$ cat src/rtl/seg_scan_pkg.sv
// Shared types and constants for the seven-segment scan controller.
package seg_scan_pkg;

   typedef enum logic [1:0] {IDLE, LOAD, SHOW, BLANK} state_t;

   // Segment bit positions on the a..g bus (pre-polarity)
   localparam int SEG_A = 6;
   localparam int SEG_B = 5;
   localparam int SEG_C = 4;
   localparam int SEG_D = 3;
   localparam int SEG_E = 2;
   localparam int SEG_F = 1;
   localparam int SEG_G = 0;

   localparam int SEG_W = SEG_A - SEG_G + 1;

   // All segments dark, before the board polarity is applied
   localparam logic [SEG_W-1:0] SEG_OFF = 7'h00;

   function automatic int max2(input int a, input int b);
      return (a > b) ? a : b;
   endfunction

endpackage

$ cat src/rtl/seg_dwell_timer.sv
// Loadable down-counter; done marks the last cycle of the loaded interval.
module seg_dwell_timer #(
   parameter int W = 4
) (
   input  logic         clk,
   input  logic         rst,
   input  logic         load,
   input  logic [W-1:0] load_val,
   output logic         done
);

   logic [W-1:0] cnt;

   // Load wins over counting so back-to-back intervals need no idle cycle
   always_ff @(posedge clk or negedge rst) begin
      if (!rst)              cnt <= '0;
      else if (load)         cnt <= load_val;
      else if (cnt != '0)    cnt <= cnt - 1'b1;
   end

   assign done = (cnt == W'(1));

endmodule

$ cat src/rtl/seg_scan_ctrl.sv
// Frame scheduler time-sharing one segment bus across NUM_DIGITS digit selects.
module seg_scan_ctrl
   import seg_scan_pkg::*;
#(
   parameter int NUM_DIGITS     = 8,
   parameter int DWELL_CYCLES   = 6000,
   parameter int BLANK_CYCLES   = 48,
   parameter bit SEG_ACTIVE_LOW = 1'b0,
   parameter bit DIG_ACTIVE_LOW = 1'b1
) (
   input  logic                    clk,
   input  logic                    rst,
   input  logic                    enable,
   input  logic [7*NUM_DIGITS-1:0] digits_in,
   output logic [SEG_W-1:0]        seg_out,
   output logic [NUM_DIGITS-1:0]   dig_sel,
   output logic                    frame_start,
   output logic                    busy
);

   localparam int CW = $clog2(max2(DWELL_CYCLES, BLANK_CYCLES) + 1);
   localparam int IW = (NUM_DIGITS > 1) ? $clog2(NUM_DIGITS) : 1;

   localparam logic [SEG_W-1:0]      SEG_IDLE = SEG_ACTIVE_LOW ? ~SEG_OFF : SEG_OFF;
   localparam logic [NUM_DIGITS-1:0] DIG_IDLE = DIG_ACTIVE_LOW ? '1 : '0;
   localparam logic [IW-1:0]         LAST     = IW'(NUM_DIGITS - 1);
   localparam logic [CW-1:0]         DWELL_V  = CW'(DWELL_CYCLES);
   localparam logic [CW-1:0]         BLANK_V  = CW'(BLANK_CYCLES);

   state_t                             state, state_nx;
   logic [IW-1:0]                      idx, idx_nx;
   logic [NUM_DIGITS-1:0][SEG_W-1:0]   shadow, shadow_nx;
   logic                               tmr_load, tmr_done, adv;
   logic [CW-1:0]                      tmr_val;
   logic [SEG_W-1:0]                   seg_nx;
   logic [NUM_DIGITS-1:0]              dig_nx;

   seg_dwell_timer #(.W(CW)) u_timer (
      .clk      (clk),
      .rst      (rst),
      .load     (tmr_load),
      .load_val (tmr_val),
      .done     (tmr_done)
   );

   // Next state, index, snapshot and timer reload; end-of-digit handling is shared
   always_comb begin
      state_nx  = state;
      idx_nx    = idx;
      shadow_nx = shadow;
      tmr_load  = 1'b0;
      tmr_val   = DWELL_V;
      adv       = 1'b0;
      unique case (state)
         IDLE:  if (enable) state_nx = LOAD;
         LOAD: begin
            shadow_nx = digits_in;
            idx_nx    = '0;
            state_nx  = SHOW;
            tmr_load  = 1'b1;
         end
         SHOW: if (tmr_done) begin
            if (BLANK_CYCLES != 0) begin
               state_nx = BLANK;
               tmr_load = 1'b1;
               tmr_val  = BLANK_V;
            end else begin
               adv = 1'b1;
            end
         end
         BLANK: if (tmr_done) adv = 1'b1;
      endcase
      // A frame always finishes every digit; enable only decides what follows it
      if (adv) begin
         if (idx != LAST) begin
            idx_nx   = idx + 1'b1;
            state_nx = SHOW;
            tmr_load = 1'b1;
            tmr_val  = DWELL_V;
         end else if (enable) begin
            state_nx = LOAD;
         end else begin
            state_nx = IDLE;
         end
      end
   end

   // Output drive decoded from the upcoming state so the pins are pure flops
   always_comb begin
      seg_nx = SEG_IDLE;
      dig_nx = DIG_IDLE;
      if (state_nx == SHOW) begin
         seg_nx = SEG_ACTIVE_LOW ? ~shadow_nx[idx_nx] : shadow_nx[idx_nx];
         dig_nx = NUM_DIGITS'(1) << idx_nx;
         if (DIG_ACTIVE_LOW) dig_nx = ~dig_nx;
      end
   end

   // State and registered outputs; reset blanks the pins without waiting for a clock
   always_ff @(posedge clk or negedge rst) begin
      if (!rst) begin
         state       <= IDLE;
         idx         <= '0;
         shadow      <= '0;
         seg_out     <= SEG_IDLE;
         dig_sel     <= DIG_IDLE;
         frame_start <= 1'b0;
         busy        <= 1'b0;
      end else begin
         state       <= state_nx;
         idx         <= idx_nx;
         shadow      <= shadow_nx;
         seg_out     <= seg_nx;
         dig_sel     <= dig_nx;
         frame_start <= (state_nx == LOAD);
         busy        <= (state_nx != IDLE);
      end
   end

endmodule

$ cat config.mk
export PLATFORM = sky130hd
export DESIGN_NAME = seg_scan_ctrl
export DESIGN_NICKNAME = d
export VERILOG_FILES = /design/src/rtl/seg_scan_pkg.sv /design/src/rtl/seg_dwell_timer.sv /design/src/rtl/seg_scan_ctrl.sv
export SDC_FILE = /design/constraint.sdc
export NUM_CORES = 1
export LEC_CHECK = 0
export BUFFER_PORTS_ARGS = -buffer_cell sky130_fd_sc_hd__buf_4
export CAP_MARGIN = 20
export CORE_ASPECT_RATIO = 1.75
export CORE_UTILIZATION = 40
export DETAILED_ROUTE_END_ITERATION = 7
export PLACE_DENSITY_LB_ADDON = 0.12
export SETUP_SLACK_MARGIN = 0.3
export SLEW_MARGIN = 15
export SYNTH_ARGS = -nofsm -noshare
export SYNTH_HDL_FRONTEND = slang
export SYNTH_SLANG_ARGS = --single-unit
$ cat constraint.sdc
create_clock -name clk -period 4.6 [get_ports clk]
set_input_delay 0 -clock clk [delete_from_list [all_inputs] [get_ports clk]]
set_output_delay 0 -clock clk [all_outputs]
set_load 0.02 [all_outputs]
---- After elaboration in Yosys (flattened, before gate mapping) ----
Index checks and enable logic that the tools add are counted.
operators by class
  add/subtract/negate cells ............... 2
  reductions and logical operators ........ 4
  eq/ne operators ......................... 7
  bitwise logic cells ..................... 1
  magnitude comparators ................... 1
  shift-type cells ........................ 1
  multiplexer cells ....................... 25
operators with widths
  kind                                                                     number
  13-bit 2-to-1 mux                                                        6
  56-bit 2-to-1 mux                                                        1
  7-bit binary-select mux with 3-bit select                                1
  7-bit 2-to-1 mux                                                         2
  13-bit by 1-bit equality test with 1-bit output (second input constant)  1
  13-bit nonzero test                                                      1
  13-bit by 1-bit subtractor with 13-bit output (second input constant)    1
  3-bit 2-to-1 mux                                                         3
  2-bit 2-to-1 mux                                                         4
  8-bit 2-to-1 mux                                                         1
  8-bit NOT                                                                1
  1-bit by 3-bit left shift with 8-bit output (first input constant)       1
  2-bit equality test (second input constant)                              3
  2-bit one-hot mux with 3 select lines                                    1
  1-bit 2-to-1 mux                                                         5
  2-bit by 1-bit equality test with 1-bit output (second input constant)   2
  3-bit by 4-bit < comparator with 1-bit output (second input constant)    1
  2-bit nonzero test                                                       2
  3-bit by 1-bit adder with 3-bit output (second input constant)           1
  3-bit != test (second input constant)                                    1
  2-bit zero test                                                          1
  1-bit one-hot mux with 2 select lines                                    1
word-level totals
  logic and storage cells ................. 56
  register bits after elaboration ......... 91
  bits of input ports ..................... 59

---- Logic depth before layout (Yosys ltp) ----
  depth after elaboration ................. 7
  gate-level depth with buffers ........... 11
  gate-level depth less buffers ........... 9

---- By module ----
Synthesis repeated with hierarchy kept, for this count alone.
unflattened totals
  cell total of the unflattened synthesis .. 368
  area, all modules ....................... 4443.0 um2
modules (own cells, without submodules)
  module           instances  cells an instance  area an instance (um2)
  seg_scan_ctrl    1          277                3595.9
  seg_dwell_timer  1          91                 847.1

---- Worst setup path after synthesis ----
OpenSTA, ideal clock, no wires.
  path type ............................... flip-flop to flip-flop
  start ................................... reg state[1]
  end ..................................... reg seg_out[5]
  data arrival time ....................... 2.341 ns
  library setup time ...................... 0.133 ns
  stages on the path, launching flop included .. 11
  clock period less this slack ............ 2.474 ns
  data required time ...................... 4.467 ns
  path slack .............................. 2.126 ns
  path through ............................ dfrtp_1 inv_1 ha_1 buf_2 clkbuf_1 buf_1 mux2_2 mux2i_1 o21ai_0 a221oi_1 o22ai_1
RTL lines
  what                    line                  text
  from (decl)             seg_scan_ctrl.sv:30   state_t state, state_nx;
  from (signal assigned)  seg_scan_ctrl.sv:110  state <= state_nx;
  to (signal assigned)    seg_scan_ctrl.sv:113  seg_out <= seg_nx;
  to (decl)               seg_scan_ctrl.sv:15   output logic [SEG_W-1:0] seg_out,

---- Worst setup path after layout ----
  start ................................... reg idx[1]
  end ..................................... reg seg_out[2]
between the ends
  word-level cells in the longest chain between the ends .. 6
  elaborated cells between the ends (all ways) .. 11
ends and longest elaborated chain
  what                                                                  line                  text
  from (decl)                                                           seg_scan_ctrl.sv:31   logic [IW-1:0] idx, idx_nx;
  from (signal assigned)                                                seg_scan_ctrl.sv:111  idx <= idx_nx;
  3-bit by 1-bit adder with 3-bit output, or another cell as far along  seg_scan_ctrl.sv:76   idx_nx = idx + 1'b1;
  3-bit 2-to-1 mux                                                      seg_scan_ctrl.sv:75   if (idx != LAST) begin
  3-bit 2-to-1 mux                                                      seg_scan_ctrl.sv:74   if (adv) begin
  7-bit binary-select mux with 3-bit select                             seg_scan_ctrl.sv:93   seg_nx = SEG_ACTIVE_LOW ? ~shadow_nx[idx_nx] : shadow_nx[idx_nx];
  7-bit 2-to-1 mux (implied by the code)                                seg_scan_ctrl.sv:93
  7-bit 2-to-1 mux (*)                                                  seg_scan_ctrl.sv:92   if (state_nx == SHOW) begin
  net seg_nx[2]                                                         seg_scan_ctrl.sv:35   logic [SEG_W-1:0] seg_nx;
The timed path passes the listed nets; every way through them passes the cells marked *. The select of a mux whose other input is x is not followed.
A chain may end at the register's enable or synchronous reset.

==> metrics.md <==
| Metric | Value |
|---|---|
| Result of the run | `finished clean` |
| CP Cell Sequence | `ha_1, ha_1, or4_1, nor4_2, or3b_2, o31ai_4, a221o_1, o22ai_1` |
| Initial antenna violation count | `0` |
| Share of flip-flops with an asynchronous set or reset | `100%` |
| Sink count of the clock tree | `91` |
| Number of diodes added for antenna fixing | `0` |
| Initial cell density of the core | `41.4%` |
| Maximum level of the CTS H-tree | `3` |
| Max-slew headroom at the worst pin | `35.8%` |
| Type of the worst setup path | `reg2reg` |
| Number of storage elements in the synthesis netlist | `91` |
| Shortest clock period the worst path allows after layout | `3150 ps` |
| Least setup slack across all paths after layout | `1450 ps` |
| Fill cell total of the finished layout | `1051` |
| Data required time of the critical path | `4860 ps` |
| Layout cells sized above 1 | `31.5%` |
| Per-cell via count in the routed design | `5.43` |
| Post-Synthesis Cells | `418` |
| Worst path arrival time | `3410 ps` |
| Cell seen most often among critical-path stages | `ha_1` |
| Leak | `2.72 nW` |
| Clock-pin slew on the worst setup and hold paths | `70 ps` |
| Most common library cell in the layout ignoring fill and taps | `dfrtp_1` |
| Class of the tightest hold or removal check | `in2reg` |
| Power per cell area | `447 nW/um^2` |
| Clock root cell | `clkbuf_16` |
| Total routing usage reported by global routing | `21.0%` |
| Layout overhead on the synthesized area | `31.0%` |
| CTS Buf Count | `9` |
| Max-cap violation count | `0` |
| Last weighted congestion value of the routability-driven placer | `0.837` |
| DRT Wirelength | `12400 um` |
| PortBufs | `75` |
| Final Cycle Share | `68.5%` |
| Critical Path Start Type | `flip-flop` |
| Routed Antenna Nets | `0` |
| Maximum clock insertion buffer count | `2` |
| I/O pins | `76` |
| Largest net degree at the start of global routing | `60` |
| Overall die area | `12600 sq um` |
| Total number of nets in the final design | `611` |
| Global-route congestion overflow total | `0` |
| DRC viols | `0` |
| Count of flip-flops with a built-in enable after synthesis | `0` |
| Post-CTS Setup Inserts | `0` |
| Global-route wire length before repair | `20000 um` |
| Clock insertion delay at the later pin of the skew report | `340 ps` |
| Slowest library cell on the worst path | `nor4_2` |
| Length of the first detailed-routing pass in iterations | `4` |
| Area of the mapped netlist | `4850 sq um` |
| Wire per inst | `18.2 um` |
| Critical Path Sink Type | `flip-flop` |
| Number of warning messages in the yosys log | `0` |
| Core Region | `11700 sq um` |
| Skew final | `9.26 ps` |
| Fraction of the yosys area taken by sequential cells | `47.2%` |
| Most frequent cells in the layout | `dfrtp_1, buf_4, dlygate4sd3_1` |
| Syn_area_per_cell | `11.6 sq um` |
| Synthesized Nets | `488` |
| Maximum resistive drop on vdd | `0.000255 V` |
| Number of global-route vias before repair | `3985` |
| Width of the die | `85.2 um` |
| Biggest cell delay along the critical path | `730 ps` |
| DRC marker count from the first detailed-route iteration | `164` |
| Overall die height | `148 um` |
| Place WS | `1460 ps` |
| CTS Hold Buffers Added | `57` |
| CTS resizes | `0` |
| Maximum fanout count along the critical path | `11` |
| Detail Placement HPWL | `8730 um` |
| Standard-cell rows | `52` |
| Number of distinct library cell variants in the gate-level netlist after synthesis | `55` |
| Measured slew at the worst slew-check pin | `955 ps` |
| Ys flop type | `dfrtp_1` |
| Achievable Freq | `317 MHz` |
| Vias after detailed routing | `3699` |
| Final Max Slew Viols | `0` |
| RSZ-0062 raised after global routing | `no` |
| TritonCTS clock tree | `built` |
| Number of hold violations in the final report | `0` |
| Final setup fails | `0` |
| Total negative setup slack | `0 ps` |
## path summary, 6_finish.rpt
path                            cells after the start        from  slack [ps]     endpoint
worst max-delay path                                8      idx[1]        1450   seg_out[2]
worst min-delay path                                4      enable          40     state[0]
worst max register to register                      8      idx[1]        1450   seg_out[2]
worst min register to register                      2  shadow[41]         490   shadow[41]
max in group asynchronous                           3         rst        3300       idx[0]
min in group asynchronous                           2         rst         140  frame_start
## registers in the layout, summed over array words and instances, names as in the netlist
name         flops
shadow          56
u_timer.cnt     13
dig_sel          8
seg_out          7
idx              3
state            2
busy             1
frame_start      1
## logic make-up (layout without fill, tap and decap cells)
| kind of cell | count (synthesis) | after routing | share of synthesized area, % |
|---|---|---|---|
| multiplexers | 82 | 82 | 20.3 |
| flip-flops | 91 | 91 | 47.2 |
| adder cells (fa/ha/maj) | 11 | 11 | 2.84 |
| AND/OR/NAND/NOR | 108 | 108 | 12.4 |
| XOR/XNOR | 10 | 10 | 1.81 |
| AO/OA/AOI/OAI | 75 | 75 | 11.7 |
| buffers and inverters | 41 | 169 | 3.77 |
## Yosys cell counts, types with 2 or more instances
cell type	number	area share [%]
nand2b_1	8	1.0
or3_1	3	0.39
mux2i_1	25	5.2
inv_1	17	1.3
o21a_1	2	0.31
a211oi_1	8	1.2
mux2_2	49	11
or4bb_1	2	0.46
a21oi_1	13	1.3
o22a_1	10	1.8
dfrtp_1	83	43
buf_6	2	0.46
buf_1	4	0.31
nor2_1	26	2.0
o22ai_1	8	1.0
o21ai_0	10	1.0
nand2_1	25	1.9
dfstp_2	8	4.3
nor2b_1	12	1.5
nor4_4	2	0.88
buf_4	2	0.31
nand3b_1	2	0.31
o2bb2ai_1	4	0.72
a221o_1	4	0.83
xor2_1	5	0.90
o211ai_1	2	0.31
buf_2	5	0.52
or2_2	2	0.26
or4_1	4	0.62
mux4_2	8	3.7
ha_1	11	2.8
nor3_1	5	0.52
a2111oi_0	4	0.72
clkbuf_1	10	0.77
nor4_1	4	0.52
xnor2_1	5	0.90
nand3_1	4	0.41
and3_1	3	0.39
## routing by layer
metal / vias up / share of wire [%] / GRT usage [%]
li1: 1760 / - / -
met1: 1842 / 38 / 22.5
met2: 70 / 57 / 40.0
met3: 27 / 1.7 / 2.79
met4: 0 / 3.0 / 9.41
met5: - / 0 / 0
## through the flow
step / util (%) / area, sq um / std cells / hold WS (ps) / total power, mW
after floorplan: - / 4850 / 418 / -296 / 1.81
after global placement: 47.0 / 5500 / 608 / -27.3 / 2.10
after detailed placement: 47.0 / 5500 / 608 / -28.1 / 2.12
after CTS: 54.2 / 6350 / 681 / 33.7 / 2.87
after global routing: 54.2 / 6350 / 681 / 40.4 / 3.01
final: 54.2 / 6350 / 681 / 36.5 / 2.84
## final cells by class
| class | count | area [sq um] | area share, % |
|---|---|---|---|
| multi-input combinational | 286 | 2390 | 37.6 |
| sequential | 91 | 2290 | 36.0 |
| timing repair buffer | 135 | 1160 | 18.2 |
| clock buffer | 11 | 243 | 3.82 |
| tap | 135 | 169 | 2.66 |
| inverter | 18 | 67.6 | 1.06 |
| clock inverter | 5 | 36.3 | 0.572 |
## power by group
group | switching (mW) | total [mW] | internal [mW]
Clock | 0.321 | 0.703 | 0.382
Sequential | 0.179 | 1.25 | 1.07
Combinational | 0.422 | 0.889 | 0.467
## worst max-delay path, delay by kind of cell, from the launching register on
family,cells,cell delay (ps)
simple gates,3,1450
fa+ha+maj,2,470
flops,1,490
compound gates,3,660
Note: power is estimated with default switching activity, not from simulation.
